==> config.mk <==
export PLATFORM = sky130hd
export DESIGN_NAME = spi_master_arbiter_flat
export DESIGN_NICKNAME = d
export VERILOG_FILES = /design/src/rtl/spi_master_arbiter_if.sv /design/src/rtl/spi_master_arbiter.sv /design/src/flat_wrapper.sv
export SDC_FILE = /design/constraint.sdc
export NUM_CORES = 1
export LEC_CHECK = 0
export CORE_ASPECT_RATIO = 0.9
export CORE_UTILIZATION = 45
export DETAILED_ROUTE_END_ITERATION = 10
export DONT_BUFFER_PORTS = 1
export MAX_ROUTING_LAYER = met4
export PLACE_DENSITY = 0.6
export SYNTH_ARGS = -nofsm -noshare
export SYNTH_HDL_FRONTEND = slang
export SYNTH_SLANG_ARGS = --single-unit
export TNS_END_PERCENT = 100
==> constraint.sdc <==
create_clock -name IN_CLOCK -period 5.4 [get_ports IN_CLOCK]
set_input_delay 1.08 -clock IN_CLOCK [delete_from_list [all_inputs] [get_ports IN_CLOCK]]
set_output_delay 1.08 -clock IN_CLOCK [all_outputs]
set_load 0.1 [all_outputs]
==> src/rtl/spi_master_arbiter_if.sv <==
// Bus bundle between the requesters/SPI master and spi_master_arbiter.
// The master modport is the arbiter's view; slave is the environment's view.
interface spi_master_arbiter_if #(
  parameter int unsigned PACK_LENGTH = 8,
  parameter int unsigned NUM_REQ     = 4
);
  logic [NUM_REQ-1:0]             IN_REQ;
  logic [NUM_REQ*PACK_LENGTH-1:0] IN_REQ_DATA;
  logic [NUM_REQ-1:0]             OUT_GRANT;
  logic [NUM_REQ-1:0]             OUT_ACK;
  logic [PACK_LENGTH-1:0]         OUT_RESP_DATA;
  logic                           OUT_TIMEOUT;
  logic                           OUT_BUSY;
  logic                           OUT_LAUNCH;
  logic [PACK_LENGTH-1:0]         OUT_MASTER_DATA;
  logic                           IN_MASTER_CS;
  logic [PACK_LENGTH-1:0]         IN_MASTER_RECEIVE_DATA;
  logic                           IN_MASTER_ACTION_DONE;

  modport master (
    input  IN_REQ, IN_REQ_DATA, IN_MASTER_CS, IN_MASTER_RECEIVE_DATA,
           IN_MASTER_ACTION_DONE,
    output OUT_GRANT, OUT_ACK, OUT_RESP_DATA, OUT_TIMEOUT, OUT_BUSY,
           OUT_LAUNCH, OUT_MASTER_DATA
  );

  modport slave (
    output IN_REQ, IN_REQ_DATA, IN_MASTER_CS, IN_MASTER_RECEIVE_DATA,
           IN_MASTER_ACTION_DONE,
    input  OUT_GRANT, OUT_ACK, OUT_RESP_DATA, OUT_TIMEOUT, OUT_BUSY,
           OUT_LAUNCH, OUT_MASTER_DATA
  );
endinterface

==> src/rtl/spi_master_arbiter.sv <==
// Round-robin arbiter sharing one SPI master among NUM_REQ requesters.
// Grants one owner, launches the frame, waits for the master's done edge
// (or a timeout) and returns the received frame with a one-cycle ACK.
module spi_master_arbiter #(
  parameter int unsigned PACK_LENGTH        = 8,
  parameter int unsigned NUM_REQ            = 4,
  parameter int unsigned LAUNCH_HOLD_CYCLES = 5,
  parameter int unsigned TIMEOUT_CYCLES     = 1024
) (
  input  logic               IN_CLOCK,
  input  logic               IN_RESET,
  spi_master_arbiter_if.master bus
);

  localparam int unsigned IDX_W  = (NUM_REQ > 1) ? $clog2(NUM_REQ) : 1;
  localparam int unsigned TCNT_W = (TIMEOUT_CYCLES > 1) ? $clog2(TIMEOUT_CYCLES) : 1;
  localparam int unsigned HCNT_W = (LAUNCH_HOLD_CYCLES > 0) ? $clog2(LAUNCH_HOLD_CYCLES + 1) : 1;
  localparam logic [TCNT_W-1:0] TCNT_LAST = TCNT_W'(TIMEOUT_CYCLES - 1);
  localparam logic [HCNT_W-1:0] HOLD_LOAD = HCNT_W'(LAUNCH_HOLD_CYCLES);
  localparam logic [IDX_W-1:0]  LAST_RST  = IDX_W'(NUM_REQ - 1);

  typedef enum logic [2:0] {
    ST_IDLE,
    ST_LAUNCH,
    ST_HOLD,
    ST_XFER,
    ST_COMPLETE
  } state_e;

  state_e                 state_q, state_d;
  logic [NUM_REQ-1:0]     grant_q, grant_d;
  logic [NUM_REQ-1:0]     ack_q, ack_d;
  logic                   timeout_q, timeout_d;
  logic                   launch_q, launch_d;
  logic [PACK_LENGTH-1:0] mdata_q, mdata_d;
  logic [PACK_LENGTH-1:0] resp_q, resp_d;
  logic [IDX_W-1:0]       last_q, last_d;
  logic [TCNT_W-1:0]      tcnt_q, tcnt_d;
  logic [HCNT_W-1:0]      hcnt_q, hcnt_d;
  logic                   done_q, done_d;

  logic                   found;
  logic [IDX_W-1:0]       winner;
  logic [IDX_W-1:0]       cand;
  logic                   done_rise;
  logic                   expired;

  // Round-robin pick: first requester at or after last_grant+1, wrapping.
  always_comb begin
    found  = 1'b0;
    winner = '0;
    cand   = '0;
    for (int unsigned i = 1; i <= NUM_REQ; i++) begin
      cand = IDX_W'((32'(last_q) + i) % NUM_REQ);
      if (!found && bus.IN_REQ[cand]) begin
        found  = 1'b1;
        winner = cand;
      end
    end
  end

  // Next-state and registered-output computation for the transaction FSM.
  always_comb begin
    state_d   = state_q;
    grant_d   = grant_q;
    ack_d     = '0;
    timeout_d = 1'b0;
    launch_d  = launch_q;
    mdata_d   = mdata_q;
    resp_d    = resp_q;
    last_d    = last_q;
    tcnt_d    = tcnt_q;
    hcnt_d    = hcnt_q;
    done_d    = bus.IN_MASTER_ACTION_DONE;
    done_rise = bus.IN_MASTER_ACTION_DONE & ~done_q;
    expired   = (tcnt_q == TCNT_LAST);

    unique case (state_q)
      ST_IDLE: begin
        if (found && bus.IN_MASTER_CS) begin
          state_d         = ST_LAUNCH;
          grant_d         = '0;
          grant_d[winner] = 1'b1;
          mdata_d         = bus.IN_REQ_DATA[32'(winner)*PACK_LENGTH +: PACK_LENGTH];
          launch_d        = 1'b1;
          last_d          = winner;
          tcnt_d          = '0;
        end
      end

      ST_LAUNCH: begin
        if (expired) begin
          state_d   = ST_COMPLETE;
          launch_d  = 1'b0;
          grant_d   = '0;
          ack_d     = grant_q;
          timeout_d = 1'b1;
        end else begin
          tcnt_d = tcnt_q + 1'b1;
          if (!bus.IN_MASTER_CS) begin
            state_d = ST_HOLD;
            hcnt_d  = HOLD_LOAD;
          end
        end
      end

      // A done edge outranks a coincident timeout, so it is tested first.
      ST_HOLD, ST_XFER: begin
        if (done_rise) begin
          state_d  = ST_COMPLETE;
          launch_d = 1'b0;
          grant_d  = '0;
          ack_d    = grant_q;
          resp_d   = bus.IN_MASTER_RECEIVE_DATA;
        end else if (expired) begin
          state_d   = ST_COMPLETE;
          launch_d  = 1'b0;
          grant_d   = '0;
          ack_d     = grant_q;
          timeout_d = 1'b1;
        end else begin
          tcnt_d = tcnt_q + 1'b1;
          if (state_q == ST_HOLD) begin
            if (hcnt_q <= HCNT_W'(1)) begin
              state_d  = ST_XFER;
              launch_d = 1'b0;
            end else begin
              hcnt_d = hcnt_q - 1'b1;
            end
          end
        end
      end

      ST_COMPLETE: begin
        state_d = ST_IDLE;
      end

      default: begin
        state_d = ST_IDLE;
      end
    endcase
  end

  // State and output registers with synchronous reset.
  always_ff @(posedge IN_CLOCK) begin
    if (IN_RESET) begin
      state_q   <= ST_IDLE;
      grant_q   <= '0;
      ack_q     <= '0;
      timeout_q <= 1'b0;
      launch_q  <= 1'b0;
      mdata_q   <= '0;
      resp_q    <= '0;
      last_q    <= LAST_RST;
      tcnt_q    <= '0;
      hcnt_q    <= '0;
      done_q    <= 1'b0;
    end else begin
      state_q   <= state_d;
      grant_q   <= grant_d;
      ack_q     <= ack_d;
      timeout_q <= timeout_d;
      launch_q  <= launch_d;
      mdata_q   <= mdata_d;
      resp_q    <= resp_d;
      last_q    <= last_d;
      tcnt_q    <= tcnt_d;
      hcnt_q    <= hcnt_d;
      done_q    <= done_d;
    end
  end

  assign bus.OUT_GRANT       = grant_q;
  assign bus.OUT_ACK         = ack_q;
  assign bus.OUT_TIMEOUT     = timeout_q;
  assign bus.OUT_LAUNCH      = launch_q;
  assign bus.OUT_MASTER_DATA = mdata_q;
  assign bus.OUT_RESP_DATA   = resp_q;
  assign bus.OUT_BUSY        = (state_q != ST_IDLE);

endmodule

==> src/flat_wrapper.sv <==
// flat-port wrapper written by rule: the top's interface ports become plain ports
module spi_master_arbiter_flat 
#(
  parameter int unsigned PACK_LENGTH        = 8,
  parameter int unsigned NUM_REQ            = 4,
  parameter int unsigned LAUNCH_HOLD_CYCLES = 5,
  parameter int unsigned TIMEOUT_CYCLES     = 1024
)
  (IN_CLOCK, IN_RESET, bus_IN_REQ, bus_IN_REQ_DATA, bus_IN_MASTER_CS, bus_IN_MASTER_RECEIVE_DATA, bus_IN_MASTER_ACTION_DONE, bus_OUT_GRANT, bus_OUT_ACK, bus_OUT_RESP_DATA, bus_OUT_TIMEOUT, bus_OUT_BUSY, bus_OUT_LAUNCH, bus_OUT_MASTER_DATA);
  spi_master_arbiter_if #(.PACK_LENGTH(PACK_LENGTH), .NUM_REQ(NUM_REQ)) bus_i ();
  input  logic IN_CLOCK;
  input  logic IN_RESET;
  input wire logic [$bits(bus_i.IN_REQ)-1:0] bus_IN_REQ;
  input wire logic [$bits(bus_i.IN_REQ_DATA)-1:0] bus_IN_REQ_DATA;
  input wire logic [$bits(bus_i.IN_MASTER_CS)-1:0] bus_IN_MASTER_CS;
  input wire logic [$bits(bus_i.IN_MASTER_RECEIVE_DATA)-1:0] bus_IN_MASTER_RECEIVE_DATA;
  input wire logic [$bits(bus_i.IN_MASTER_ACTION_DONE)-1:0] bus_IN_MASTER_ACTION_DONE;
  output wire logic [$bits(bus_i.OUT_GRANT)-1:0] bus_OUT_GRANT;
  output wire logic [$bits(bus_i.OUT_ACK)-1:0] bus_OUT_ACK;
  output wire logic [$bits(bus_i.OUT_RESP_DATA)-1:0] bus_OUT_RESP_DATA;
  output wire logic [$bits(bus_i.OUT_TIMEOUT)-1:0] bus_OUT_TIMEOUT;
  output wire logic [$bits(bus_i.OUT_BUSY)-1:0] bus_OUT_BUSY;
  output wire logic [$bits(bus_i.OUT_LAUNCH)-1:0] bus_OUT_LAUNCH;
  output wire logic [$bits(bus_i.OUT_MASTER_DATA)-1:0] bus_OUT_MASTER_DATA;
  assign bus_i.IN_REQ = bus_IN_REQ;
  assign bus_i.IN_REQ_DATA = bus_IN_REQ_DATA;
  assign bus_i.IN_MASTER_CS = bus_IN_MASTER_CS;
  assign bus_i.IN_MASTER_RECEIVE_DATA = bus_IN_MASTER_RECEIVE_DATA;
  assign bus_i.IN_MASTER_ACTION_DONE = bus_IN_MASTER_ACTION_DONE;
  assign bus_OUT_GRANT = bus_i.OUT_GRANT;
  assign bus_OUT_ACK = bus_i.OUT_ACK;
  assign bus_OUT_RESP_DATA = bus_i.OUT_RESP_DATA;
  assign bus_OUT_TIMEOUT = bus_i.OUT_TIMEOUT;
  assign bus_OUT_BUSY = bus_i.OUT_BUSY;
  assign bus_OUT_LAUNCH = bus_i.OUT_LAUNCH;
  assign bus_OUT_MASTER_DATA = bus_i.OUT_MASTER_DATA;
  spi_master_arbiter #(.PACK_LENGTH(PACK_LENGTH), .NUM_REQ(NUM_REQ), .LAUNCH_HOLD_CYCLES(LAUNCH_HOLD_CYCLES), .TIMEOUT_CYCLES(TIMEOUT_CYCLES)) u_core (.IN_CLOCK(IN_CLOCK), .IN_RESET(IN_RESET), .bus(bus_i));
endmodule
==> results.sh, run 1 <==
export IMPL_drv_cap=0
export IMPL_grt_max_degree=21
export IMPL_ant_nets=0
export IMPL_tritoncts="built"
export IMPL_ir_drop_mv=0.185
export IMPL_postCtsSetupBuffers=0
export IMPL_dieArea_um2=5320
export IMPL_holdPathStages=2
export IMPL_holdWs_ns=0.495
export IMPL_gp_congestion=0.792
export IMPL_synthMuxAreaShare_pct=0.497
export IMPL_relSlewSlack_pct=24.7
export IMPL_grt_antenna_before_repair=0
export IMPL_drt_iter0_markers=85
export IMPL_cts_buffers=5
export IMPL_drcViolationCount=0
export IMPL_die_h_um=69.3
export IMPL_syn_inst=274
export IMPL_place_area_um2=2270
export IMPL_fin_ws_ns=2.44
export IMPL_worstMarginPinSlew_ns=1.13
export IMPL_yosys_area_share_simple_pct=28.9
export IMPL_post_route_util_pct=48.8
export IMPL_layout_drive_gt1_share_pct=6.34
export IMPL_synth_top_family_by_area="simple AND/OR/NAND/NOR gates"
export IMPL_synth_fa_ha_area_share_pct=1.66
export IMPL_cts_resized_gates=0
export IMPL_yosysWarnings=0
export IMPL_rr_endpoint="u_core.bus.OUT_MASTER_DATA[6]"
export IMPL_powerDensity_nw_per_um2=366
export IMPL_drt_wirelength_per_cell_um=15.0
export IMPL_track_usage_pct=19.7
export IMPL_endpoint="u_core.bus.OUT_MASTER_DATA[6]"
export IMPL_path_class="input pin to flip-flop"
export IMPL_synth_compound_area_share_pct=21.9
export IMPL_ys_types=53
export IMPL_antennaDiodeCount=0
export IMPL_crit_slowest_cell="a22oi_1"
export IMPL_port_buffers=0
export IMPL_synth_most_common_cell="dfxtp_1"
export IMPL_synth_async_reset_ratio_pct=0
export IMPL_rsz0062_at_grt="false"
export IMPL_area_delta_synth_final_pct=4.14
export IMPL_synthTopCellsByArea="dfxtp_1 (40%), nand2_1 (5.3%), nand3_1 (4.9%)"
export IMPL_htreeDepth=2
export IMPL_ys_seq_elements=45
export IMPL_grt_pass1_wl_um=8210
export IMPL_pre_cts_ws_ns=2.21
export IMPL_hpwl_um=3560
export IMPL_timing_final_crit_share_pct=54.8
export IMPL_via_count=1919
export IMPL_path_max_fanout=20
export IMPL_die_w_um=76.8
export IMPL_cts_buffer_depth=2
export IMPL_required_ns=5.58
export IMPL_cp_end_kind="flip-flop"
export IMPL_fin_crit_ns=2.96
export IMPL_avgViaCountPerCell=5.76
export IMPL_clock_tree_root_cell="clkbuf_8"
export IMPL_netlist_top_cells_count="dfxtp_1 (45), nand2_1 (32), nand3_1 (22)"
export IMPL_synth_ff_type="dfxtp_1"
export IMPL_status="completed"
export IMPL_first_global_vias=1722
export IMPL_worstPathArrival_ns=3.13
export IMPL_crit_path_start_kind="input pin"
export IMPL_path_clk_slew_ns=0.09
export IMPL_clk_latency_ns=0.30
export IMPL_r2r_slack_ns=2.69
export IMPL_critPathLaunch="bus_IN_REQ[3]"
export IMPL_hold_violations=0
export IMPL_maxClockFrequency_ghz=0.338
export IMPL_hp_class="flip-flop to flip-flop"
export IMPL_rows=24
export IMPL_hold_buffers=0
export IMPL_rr_worst_depth=5
export IMPL_synth_top_area_cell="dfxtp_1"
export IMPL_skew_ns=0.00758
export IMPL_synthXorXnorAreaFrac_pct=2.32
export IMPL_avgSynthCellArea_um2=8.27
export IMPL_drtPass1Iterations=4
export IMPL_final_nets=318
export IMPL_r2r_start="u_core.last_q[1]"
export IMPL_fin_setup_tns_ns=0
export IMPL_syn_nets=325
export IMPL_ys_seq_area_share_pct=39.8
export IMPL_core_um2=4830
export IMPL_cp_cell_sequence="mux2_2, a22oi_1, nand2_1, a32oi_1, nand3_1"
export IMPL_grt_ovfl_total=0
export IMPL_stdcell_area_um2=2360
export IMPL_synth_enable_flop_cells=0
export IMPL_start_util_pct=46.9
export IMPL_fill_cells=494
export IMPL_io_pins=75
export IMPL_clock_sinks=45
export IMPL_syn_area_um2=2270
export IMPL_slew_viol_final=0
export IMPL_cp_slowest_stage_delay_ns=0.88
export IMPL_setup_viol=0
export IMPL_p_leak_nw=0.849
export IMPL_yosys_area_top_type_share_pct=39.8
export IMPL_routed_wl_um=4990
[placed cells by master, fill, tap and decap left out, types with 2 or more instances in the layout]
cell and instances:
dfxtp_1 45, nand2_1 32, nand3_1 22, a21oi_1 19, o21ai_0 16, nor2_1 14
and3_1 10, a21boi_0 9, inv_1 8, nor3_1 7, a32oi_1 7, and2_1 5
xnor2_1 5, clkbuf_8 5, nor2b_1 4, nand4_1 4, nand3b_1 3, or3_1 3
a22oi_1 3, o211ai_1 3, nor4_1 3, ha_1 3, nand2b_1 2, a31oi_1 2
a311oi_1 2, and3b_1 2, or4_1 2, nor4b_1 2, a22o_1 2, inv_6 2
[layer usage]
layer	share of wire, %	routed length (um)	GRT usage [%]
met1	52	2580	26.4
met2	44	2190	28.7
met3	3.7	186	5.00
met4	0.58	29	6.41
met5	0	0	-
[worst min path at each step]
stage	from	to
detailed placement	u_core.tcnt_q[9]	u_core.tcnt_q[9]
floorplan	u_core.tcnt_q[9]	u_core.tcnt_q[9]
finish	u_core.tcnt_q[9]	u_core.tcnt_q[9]
CTS	u_core.tcnt_q[9]	u_core.tcnt_q[9]
global placement	u_core.tcnt_q[9]	u_core.tcnt_q[9]
global route	u_core.tcnt_q[7]	u_core.tcnt_q[7]
[critical path: cells and delay by family]
kind,cells,cell delay [ns]
AO/OA/AOI/OAI,2,1.22
AND/OR/NAND/NOR,2,0.59
multiplexers,1,0.24
[registers in the layout, summed over array words and instances, names as in the netlist, 2 cells and up]
name                        count
u_core.tcnt_q                  10
u_core.bus.OUT_MASTER_DATA      8
u_core.bus.OUT_RESP_DATA        8
u_core.bus.OUT_ACK              4
u_core.bus.OUT_GRANT            4
u_core.hcnt_q                   3
u_core.state_q                  3
u_core.last_q                   2
[cell families after synthesis]
logic type	Yosys count
AND/OR/NAND/NOR	123
AO/OA/AOI/OAI	74
flip-flops	45
buffers and inverters	22
XOR/XNOR	6
adder cells (fa/ha/maj)	3
multiplexers	1
[per-stage QoR]
step / instances / power (mW)
3_5_place_dp: 325 / 0.655
4_1_cts: 333 / 0.874
3_3_place_gp: 325 / 0.652
6_report: 333 / 0.864
5_1_grt: 333 / 0.908
2_1_floorplan: 274 / 0.632
[area by class of cell]
| type | count | area (um2) | share of cell area, % |
|---|---|---|---|
| inverter | 8 | 30.0 | 1.27 |
| multi-input combinational | 207 | 1250 | 53.1 |
| sequential | 45 | 901 | 38.2 |
| clock inverter | 3 | 25.0 | 1.06 |
| tap | 65 | 81.3 | 3.45 |
| clock buffer | 5 | 68.8 | 2.92 |
[where the power goes]
group          switching (mW)  leakage, nW  internal, mW
Sequential              0.136        0.366         0.358
Clock                   0.121       0.0452        0.0944
Combinational          0.0987        0.438        0.0561
Note: power is estimated with default switching activity, not from simulation.
==> inputs of run 2 (changes only) <==
==> constraint.sdc (replaced) <==
create_clock -name IN_CLOCK -period 2.8 [get_ports IN_CLOCK]
set_input_delay 0.56 -clock IN_CLOCK [delete_from_list [all_inputs] [get_ports IN_CLOCK]]
set_output_delay 0.56 -clock IN_CLOCK [all_outputs]
set_load 0.1 [all_outputs]
==> run 2 against run 1 <==
Effect of this change: clock skew grew 0.0018 ns; count of clock-buffer cells in the layout is the same; cell count grew 1.2%; largest cell class unchanged; critical path type is now flip-flop to primary output; wire length grew 0.58%; utilization grew 0.57 points; critical endpoint is now bus_OUT_BUSY.
==> results.sh, run 2 (same netlist as run 1, synthesis figures left out) <==
export IMPL_clk_latency_ns=0.30
export IMPL_clock_sinks=45
export IMPL_io_pins=75
export IMPL_grt_pass1_wl_um=8450
export IMPL_clock_tree_root_cell="clkbuf_8"
export IMPL_hold_violations=0
export IMPL_core_um2=4830
export IMPL_avgViaCountPerCell=5.75
export IMPL_seq_area_um2=901
export IMPL_post_place_cells=329
export IMPL_path_class="flip-flop to primary output"
export IMPL_final_common_cell="dfxtp_1"
export IMPL_cts_buffers=5
export IMPL_fin_setup_tns_ns=0
export IMPL_drcViolationCount=0
export IMPL_fin_cells=337
export IMPL_hpwl_um=3580
export IMPL_rsz0062_at_grt="false"
export IMPL_holdWs_ns=0.324
export IMPL_hold_buffers=0
export IMPL_p_total_mw=1.66
export IMPL_grt_ovfl_total=0
export IMPL_maxUsedRoutingLayer="met4"
export IMPL_area_delta_synth_final_pct=5.36
export IMPL_pre_cts_ws_ns=0.606
export IMPL_htreeDepth=2
export IMPL_cts_buffer_depth=2
export IMPL_fill_cells=462
export IMPL_route_met2_wl_um=2260
export IMPL_rows=24
export IMPL_largest_reg_flops=10
export IMPL_required_ns=2.24
export IMPL_ant_nets=0
export IMPL_path_max_fanout=10
export IMPL_stdcell_area_um2=2390
export IMPL_largest_register="u_core.tcnt_q"
export IMPL_grt_max_degree=20
export IMPL_r2r_slack_ns=0.61
export IMPL_die_w_um=76.8
export IMPL_timing_final_crit_share_pct=81.7
export IMPL_via_count=1937
export IMPL_hp_class="input pin to flip-flop"
export IMPL_layout_drive_gt1_share_pct=7.72
export IMPL_gp_congestion=0.852
export IMPL_r2r_start="u_core.last_q[1]"
export IMPL_drt_iter0_markers=139
export IMPL_start_util_pct=46.9
export IMPL_status="completed"
export IMPL_relSlewSlack_pct=32.9
export IMPL_critPathLaunch="u_core.state_q[0]"
export IMPL_fin_crit_ns=2.29
export IMPL_die_h_um=69.3
export IMPL_cts_resized_gates=0
export IMPL_grt_antenna_before_repair=0
export IMPL_wl_met3_um=267
export IMPL_fin_ws_ns=0.514
export IMPL_setup_viol=0
export IMPL_drt_wirelength_per_cell_um=14.9
export IMPL_tritoncts="built"
export IMPL_worstMarginPinSlew_ns=1.01
export IMPL_min_from="IN_RESET"
export IMPL_multi_input_area_um2=1250
export IMPL_powerDensity_nw_per_um2=695
export IMPL_path_clk_slew_ns=0.09
export IMPL_place_area_um2=2300
export IMPL_routed_wl_um=5020
export IMPL_skew_ns=0.00940
export IMPL_layout_common_cells="dfxtp_1 (45), nand2_1 (32), nand3_1 (22)"
export IMPL_maxClockFrequency_ghz=0.437
export IMPL_cp_end_kind="primary output"
export IMPL_p_leak_nw=0.859
export IMPL_met1_length_um=2440
export IMPL_worstPathArrival_ns=1.73
export IMPL_track_usage_pct=20.1
export IMPL_post_route_util_pct=49.4
export IMPL_first_global_vias=1798
export IMPL_slew_viol_final=0
export IMPL_dieArea_um2=5320
export IMPL_port_buffers=0
export IMPL_drtPass1Iterations=4
export IMPL_ir_drop_mv=0.333
export IMPL_final_nets=322
export IMPL_drv_cap=0
export IMPL_postCtsSetupBuffers=0
export IMPL_crit_path_start_kind="flip-flop"
export IMPL_antennaDiodeCount=0
==> run 2: changes by cell type in the layout (fill, tap and decap cells not counted), sizes merged <==
cell	change
buf	+4
inv	-2
clkinvlp	+2
==> run 2: final cells by class <==
| class | instances | share of cell area [%] |
|---|---|---|
| inverters | 8 | 1.26 |
| clock inverters | 3 | 0.943 |
| flip-flops and latches | 45 | 37.7 |
| clock buffers | 5 | 2.88 |
| well taps | 65 | 3.41 |
| multi-input cells | 207 | 52.5 |
| repair buffers | 4 | 1.26 |
==> run 2: power breakdown <==
group	internal [mW]	total, mW	switching (mW)
registers	0.690	0.954	0.264
clock network	0.175	0.402	0.227
logic	0.113	0.303	0.190
total	0.978	1.66	0.681
==> run 2: worst max-delay path, stage by stage (launching register included) <==
cell and delay [ns]:
dfxtp_1 0.41, nor3_1 0.47, inv_1 0.54
==> run 2: layer usage <==
layer | up-vias | GRT usage [%]
li1 | 996 | -
met1 | 890 | 26.6
met2 | 46 | 30.2
met3 | 5 | 4.61
met4 | 0 | 6.20
met5 | - | -
==> run 2: final timing paths <==
check	cells after the start	to
max	2	bus_OUT_BUSY
min	1	u_core.bus.OUT_RESP_DATA[3]
max reg2reg	5	u_core.bus.OUT_MASTER_DATA[4]
min reg2reg	2	u_core.tcnt_q[9]
